===== src/rtl/pipe_stage_reg.sv =====
// Pipeline stage register with stall-vector driven bubble/hold control and occupancy counters.
// Define PIPE_STAGE_SKID_EN to add a skid slot that registers in_ready and keeps full throughput.
module pipe_stage_reg #(
    parameter int PAYLOAD_W = 110,
    parameter int STAGE_IDX = 3,
    parameter int STALL_W   = 6,
    parameter int CNT_W     = 16
) (
    input  logic                 clk,
    input  logic                 rst,
    input  logic [STALL_W-1:0]   stall,
    input  logic                 flush,
    input  logic                 in_valid,
    input  logic [PAYLOAD_W-1:0] in_payload,
    output logic                 in_ready,
    output logic                 out_valid,
    output logic [PAYLOAD_W-1:0] out_payload,
    input  logic                 out_ready,
    output logic [CNT_W-1:0]     bubble_cnt,
    output logic [CNT_W-1:0]     hold_cnt
);

    function automatic logic [CNT_W-1:0] sat_inc(input logic [CNT_W-1:0] v);
        return (&v) ? v : v + 1'b1;
    endfunction

    logic stop_here;
    logic stop_next;
    logic bubble;
    logic hold;
    logic accept;
    logic drain;
    logic unused_stall;

    assign stop_here = stall[STAGE_IDX];

    generate
        if (STAGE_IDX + 1 < STALL_W) begin : g_next
            assign stop_next = stall[STAGE_IDX+1];
        end else begin : g_last
            assign stop_next = 1'b0;
        end
    endgenerate

    // Only two bits of the stall vector matter to this stage.
    assign unused_stall = ^stall;

    assign bubble = stop_here & ~stop_next;
    assign hold   = stop_here & stop_next;

    logic                 slot_vld_p1;
    logic [PAYLOAD_W-1:0] slot_payload_p1;

    assign out_valid   = slot_vld_p1;
    assign out_payload = slot_payload_p1;

    assign accept = in_valid & in_ready;
    assign drain  = slot_vld_p1 & out_ready;

`ifdef PIPE_STAGE_SKID_EN
    logic                 skid_vld_p0;
    logic [PAYLOAD_W-1:0] skid_payload_p0;

    assign in_ready = rst & ~skid_vld_p0 & ~stop_here & ~flush;

    always_ff @(posedge clk) begin
        if (!rst) begin
            slot_vld_p1     <= 1'b0;
            slot_payload_p1 <= '0;
            skid_vld_p0     <= 1'b0;
            skid_payload_p0 <= '0;
            bubble_cnt      <= '0;
            hold_cnt        <= '0;
        end else if (flush) begin
            slot_vld_p1     <= 1'b0;
            slot_payload_p1 <= '0;
            skid_vld_p0     <= 1'b0;
            skid_payload_p0 <= '0;
        end else if (bubble) begin
            slot_vld_p1     <= 1'b0;
            slot_payload_p1 <= '0;
            bubble_cnt      <= sat_inc(bubble_cnt);
        end else if (hold) begin
            hold_cnt        <= sat_inc(hold_cnt);
        end else if (!slot_vld_p1 || drain) begin
            // Output slot frees up: the older skid entry always goes first.
            if (skid_vld_p0) begin
                slot_vld_p1     <= 1'b1;
                slot_payload_p1 <= skid_payload_p0;
                skid_vld_p0     <= accept;
                skid_payload_p0 <= accept ? in_payload : '0;
            end else begin
                slot_vld_p1     <= accept;
                slot_payload_p1 <= accept ? in_payload : '0;
            end
        end else if (accept) begin
            skid_vld_p0     <= 1'b1;
            skid_payload_p0 <= in_payload;
        end
    end
`else
    assign in_ready = rst & (~slot_vld_p1 | out_ready) & ~stop_here & ~flush;

    always_ff @(posedge clk) begin
        if (!rst) begin
            slot_vld_p1     <= 1'b0;
            slot_payload_p1 <= '0;
            bubble_cnt      <= '0;
            hold_cnt        <= '0;
        end else if (flush) begin
            slot_vld_p1     <= 1'b0;
            slot_payload_p1 <= '0;
        end else if (bubble) begin
            slot_vld_p1     <= 1'b0;
            slot_payload_p1 <= '0;
            bubble_cnt      <= sat_inc(bubble_cnt);
        end else if (hold) begin
            hold_cnt        <= sat_inc(hold_cnt);
        end else if (!slot_vld_p1 || drain) begin
            slot_vld_p1     <= accept;
            slot_payload_p1 <= accept ? in_payload : '0;
        end
    end
`endif

endmodule


===== config.mk =====
export PLATFORM = sky130hd
export DESIGN_NAME = pipe_stage_reg
export DESIGN_NICKNAME = d
export VERILOG_FILES = /design/src/rtl/pipe_stage_reg.sv
export SDC_FILE = /design/constraint.sdc
export NUM_CORES = 1
export LEC_CHECK = 0
export ABC_AREA = 0
export CORE_UTILIZATION = 40
export CTS_CLUSTER_DIAMETER = 60
export DETAILED_ROUTE_END_ITERATION = 16
export MAX_ROUTING_LAYER = met4
export PLACE_DENSITY = 0.79
export SLEW_MARGIN = 20
export SYNTH_ARGS = -nofsm -noshare
export SYNTH_HDL_FRONTEND = slang
export SYNTH_SLANG_ARGS = --single-unit

===== constraint.sdc =====
create_clock -name clk -period 2.9 [get_ports clk]
set_input_delay 0.725 -clock clk [delete_from_list [all_inputs] [get_ports clk]]
set_output_delay 0.725 -clock clk [all_outputs]
set_load 0.1 [all_outputs]

======== After elaboration in Yosys (flattened, before gate mapping) ========
Index checks and enable logic that the tools add are counted.
cells by class
  bitwise operators ....................... 17
  reduce and logical (&&, ||, !) cells .... 8
  add/subtract/negate cells ............... 2
  multiplexer cells ....................... 1
operators with widths
  cell                                           count
  2-to-1 mux 110 bit                             1
  adder 16 x 1 -> 16 bit, second input constant  2
  AND reduction 16 bit                           2
  inverter 1 bit                                 9
  AND 1 bit                                      7
  AND reduction 4 bit                            1
  AND reduction 3 bit                            1
  OR reduction 3 bit                             1
  AND reduction 2 bit                            1
  zero test 1 bit                                1
  logical OR 1 bit                               1
  bitwise OR 1 bit                               1
word-level totals
  bits of input ports ..................... 121
  flip-flop bits (word level) ............. 143

======== Longest topological paths before layout ========
  depth after elaboration ................. 7
  depth in mapped cells ................... 6
  depth with buffers taken out ............ 5

======== Least setup slack after synthesis ========
Ideal clock, no wire load.
  path type ............................... register to output
  from .................................... register slot_vld_p1 (netlist: out_valid)
  to ...................................... output port in_ready
  setup slack ............................. -0.838 ns
  arrival ................................. 3.013 ns
  buffers on the path ..................... 0
  cell stages (with the launch flop) ...... 3
  data required time ...................... 2.175 ns
  path through ............................ dfxtp_1 -> nor2b_1 -> nor3_1
between the ends
  word-level cells in the longest chain between the ends .. 5
RTL lines
  item                     line  RTL
  from (decl)              51    logic slot_vld_p1;
  from (signal assigned)   120   slot_vld_p1 <= accept;
  inverter 1 bit           102   assign in_ready = rst & (~slot_vld_p1 | out_ready) & ~stop_here & ~flush;
  bitwise OR 1 bit         102
  AND 1 bit (3 in series)  102
  to (decl)                15    output logic in_ready,
No other way between the ends.

======== Worst setup path in the final report ========
  from .................................... input port flush
  to ...................................... output port in_ready
between the ends
  word-level cells in the longest chain between the ends .. 2
RTL lines
  item                             line  RTL
  from (decl)                      12    input logic flush,
  inverter 1 bit (no source line)  n/a
  AND 1 bit                        102
No other way between the ends.

==> impl_metrics.py <==
metrics = {
    "run_status": {
        "status": "complete, no violations",
    },
    "min_path": {
        "whs_endpoint": "out_payload[28]",
        "hold_path_depth": 2,
        "hold_class": "reg2reg",
        "hold_start": "out_payload[28]",
    },
    "pwr": {
        "peakVddDrop_mv": 0.353,
        "netSwitchingFraction_pct": 22.0,
        "combPwrFrac_pct": 8.3,
        "p_per_area_mw_per_mm2": 550,
        "leakage_nw": 3.20,
        "switchingPower_mw": 1.02,
        "seqPwrFrac_pct": 42.6,
        "intPower_mw": 3.63,
        "pwr-share-clk_pct": 49.1,
    },
    "floorplanning": {
        "core.rowCount": 41,
        "start_util_pct": 41.5,
        "die-width_um": 117,
        "die-area_mm2": 0.0137,
        "placeableCoreArea_mm2": 0.0128,
        "ioPinCount": 265,
        "die_h_um": 117,
    },
    "detailed_routing": {
        "postRouteAntennaNets": 0,
        "num_vias": 5577,
        "first_iter_violations": 411,
        "drc": 0,
        "avgViaCountPerCell": 5.52,
        "drt_pass1_iterations": 5,
        "routed_wl_um": 16900,
        "wire_per_inst_um": 16.7,
    },
    "worst_setup_path": {
        "r2r_cells": 5,
        "ff2ff_setup_slack_ps": 880,
        "rr_startpoint": "bubble_cnt[0]",
        "r2r_end": "bubble_cnt[10]",
        "worstPathRequired_ps": 2170,
        "cp-start-kind": "input port",
        "critical_path_class": "in2out",
        "path_max_fanout": 4,
        "cp-end-kind": "primary output",
        "cp.arrival_ps": 1910,
    },
    "clock_network": {
        "clk_latency_ps": 420,
        "cts.hold.buffers_added": 0,
        "ctsResizeCount": 0,
        "clk_path_buf_depth": 2,
        "clock-sinks": 143,
        "tritoncts": "yes",
        "ctsRootBufferMaster": "clkbuf_16",
        "cts-htree-levels": 4,
        "postCtsSetupBuffers": 0,
        "cts_buffers": 17,
        "cts.reportedPaths.clkPinSlew_ps": 60,
    },
    "timing": {
        "fin_skew_ps": 10.9,
        "fin_crit_sh_pct": 90.9,
        "setup_viol": 0,
        "tightestPinTransition_ps": 732,
        "setup_tns_ps": 0,
        "rsz0062_at_grt": "no",
        "fmax_ghz": 0.379,
        "final_hold_viol_count": 0,
        "slew_headroom_pct": 50.9,
        "slew_violations": 0,
        "period_minus_slack_ps": 2640,
    },
    "global_routing": {
        "gr-usage-met1_pct": 27.0,
        "grt_use_total_pct": 25.3,
        "grt_max_degree": 112,
        "antenna_found_initial": 0,
        "grt_pass1_wl_um": 25600,
        "grt_overflow": 0,
        "use_met3_pct": 9.32,
        "busiest_layer": "met2",
        "grt.met2_usage_pct": 41.0,
        "grt_pass1_vias": 5254,
    },
    "finish": {
        "fillers": 1012,
        "stdcell_count": 1011,
        "drive_gt1_share_pct": 23.7,
        "antenna_cells": 0,
        "syn_to_final_growth_pct": 59.4,
        "fin_util_pct": 66.1,
        "nets": 949,
    },
    "placed_design": {
        "port_buffers": 260,
        "dpl.hpwl_um": 12000,
        "placed_cells": 979,
        "place_congestion": 0.861,
    },
    "yosys": {
        "synth-seq-cells": 143,
        "syn_avg_cell_area_um2": 9.22,
        "netlist_area_mm2": 0.00530,
        "synth_cell_types": 36,
        "yosys_warnings": 0,
        "synthTopCellsByArea": "dfxtp_1 54%, a22oi_1 16%, nor2_1 8.0%",
        "syn-instance-count": 575,
        "synth-seq-area-share_pct": 54.0,
        "synth_edf_count": 0,
        "synth_nets": 698,
        "synth_ff_type": "dfxtp_1",
        "synth_top_cell_by_area": "dfxtp_1",
        "synth_top_cell_area_share_pct": 54.0,
        "synthArstFlopShare_pct": 0,
    },
    "job": {
        "drv_cap": 0,
    },
}
-- Yosys cell counts (2+ instances only) --
master    instances
inv_1             5
a21o_1            2
ha_1              2
clkbuf_1         43
nand2_1          15
nor4_1            3
nand2b_1          5
or3_1             6
nand4_1          11
nor3_1            5
o41ai_1           3
mux2i_1           4
nand3b_1          3
nor2_1          113
dfxtp_1         143
and4_1            4
nand3_1          11
o31ai_1          16
and3_1            5
a22oi_1         110
a21oi_1          27
o311ai_0          3
or4_1            15
o21ai_0           8
and2_1            2
-- placed cells by master, fill, tap and decap left out, types with 8 or more instances in the layout --
| cell | n |
|---|---|
| nand2_1 | 15 |
| a22oi_1 | 110 |
| o21ai_0 | 8 |
| a21oi_1 | 27 |
| or4_1 | 15 |
| o31ai_1 | 16 |
| nand3_1 | 11 |
| clkbuf_16 | 17 |
| nand4_1 | 11 |
| clkdlybuf4s50_1 | 116 |
| buf_4 | 155 |
| nor2_1 | 113 |
| dfxtp_1 | 143 |
-- per-stage QoR --
step	total power [mW]	setup WS (ps)	hold slack [ps]	instance area, um2
floorplan	2.19	19.7	873	5310
global placement	2.40	113	490	7820
detailed placement	2.41	100	499	7820
CTS	4.69	256	512	8450
global route	4.81	212	540	8450
finish	4.65	263	505	8450
-- layer usage --
metal	vias up	routed length (um)
li1	2629	-
met1	2677	6540
met2	225	8380
met3	46	1360
met4	0	607
met5	-	0
-- flip-flops by register name, indices dropped and copies added, names as in the netlist --
register,flops
out_payload,110
bubble_cnt,16
hold_cnt,16
out_valid,1
-- cell families (layout without fill, tap and decap cells) --
group,count (synthesis),after routing,share of synthesized area (%)
mux,4,4,0.755
compound gates,171,171,22.7
flops,143,143,54.0
simple gates,204,204,18.4
buf+inv,51,315,3.66
fa+ha+maj,2,2,0.472
-- worst max path at each step --
stage / from / endpoint / slack, ps
2_1_floorplan: out_valid / in_ready / 20
3_3_place_gp: stall[3] / bubble_cnt[12] / 110
3_5_place_dp: stall[3] / bubble_cnt[8] / 100
4_1_cts: flush / in_ready / 260
5_1_grt: flush / in_ready / 210
6_report: flush / in_ready / 260
-- worst max-delay path, cell delays in order --
cell             delay (ps)
clkdlybuf4s50_1         420
buf_4                   150
nand2b_1                190
nor3_2                  210
buf_12                  210
-- area by class of cell --
cell class / count / area [um2] / share of cell area (%)
inverter: 6 / 22.5 / 0.267
clock inverter: 9 / 129 / 1.53
tap: 172 / 215 / 2.55
clock buffer: 23 / 498 / 5.89
timing repair buffer: 277 / 2440 / 28.9
sequential: 143 / 2860 / 33.9
multi-input combinational: 381 / 2280 / 27.0
-- power groups by stage --
stage	sequential, mW	combinational [mW]	clock [mW]
after floorplan	2.09	0.0932	0
after global placement	2.02	0.378	0
after CTS	1.98	0.388	2.32
after detailed placement	2.02	0.386	0
final	1.98	0.386	2.28
after global routing	1.98	0.408	2.42
No activity file was read; power rests on OpenSTA's default activity.
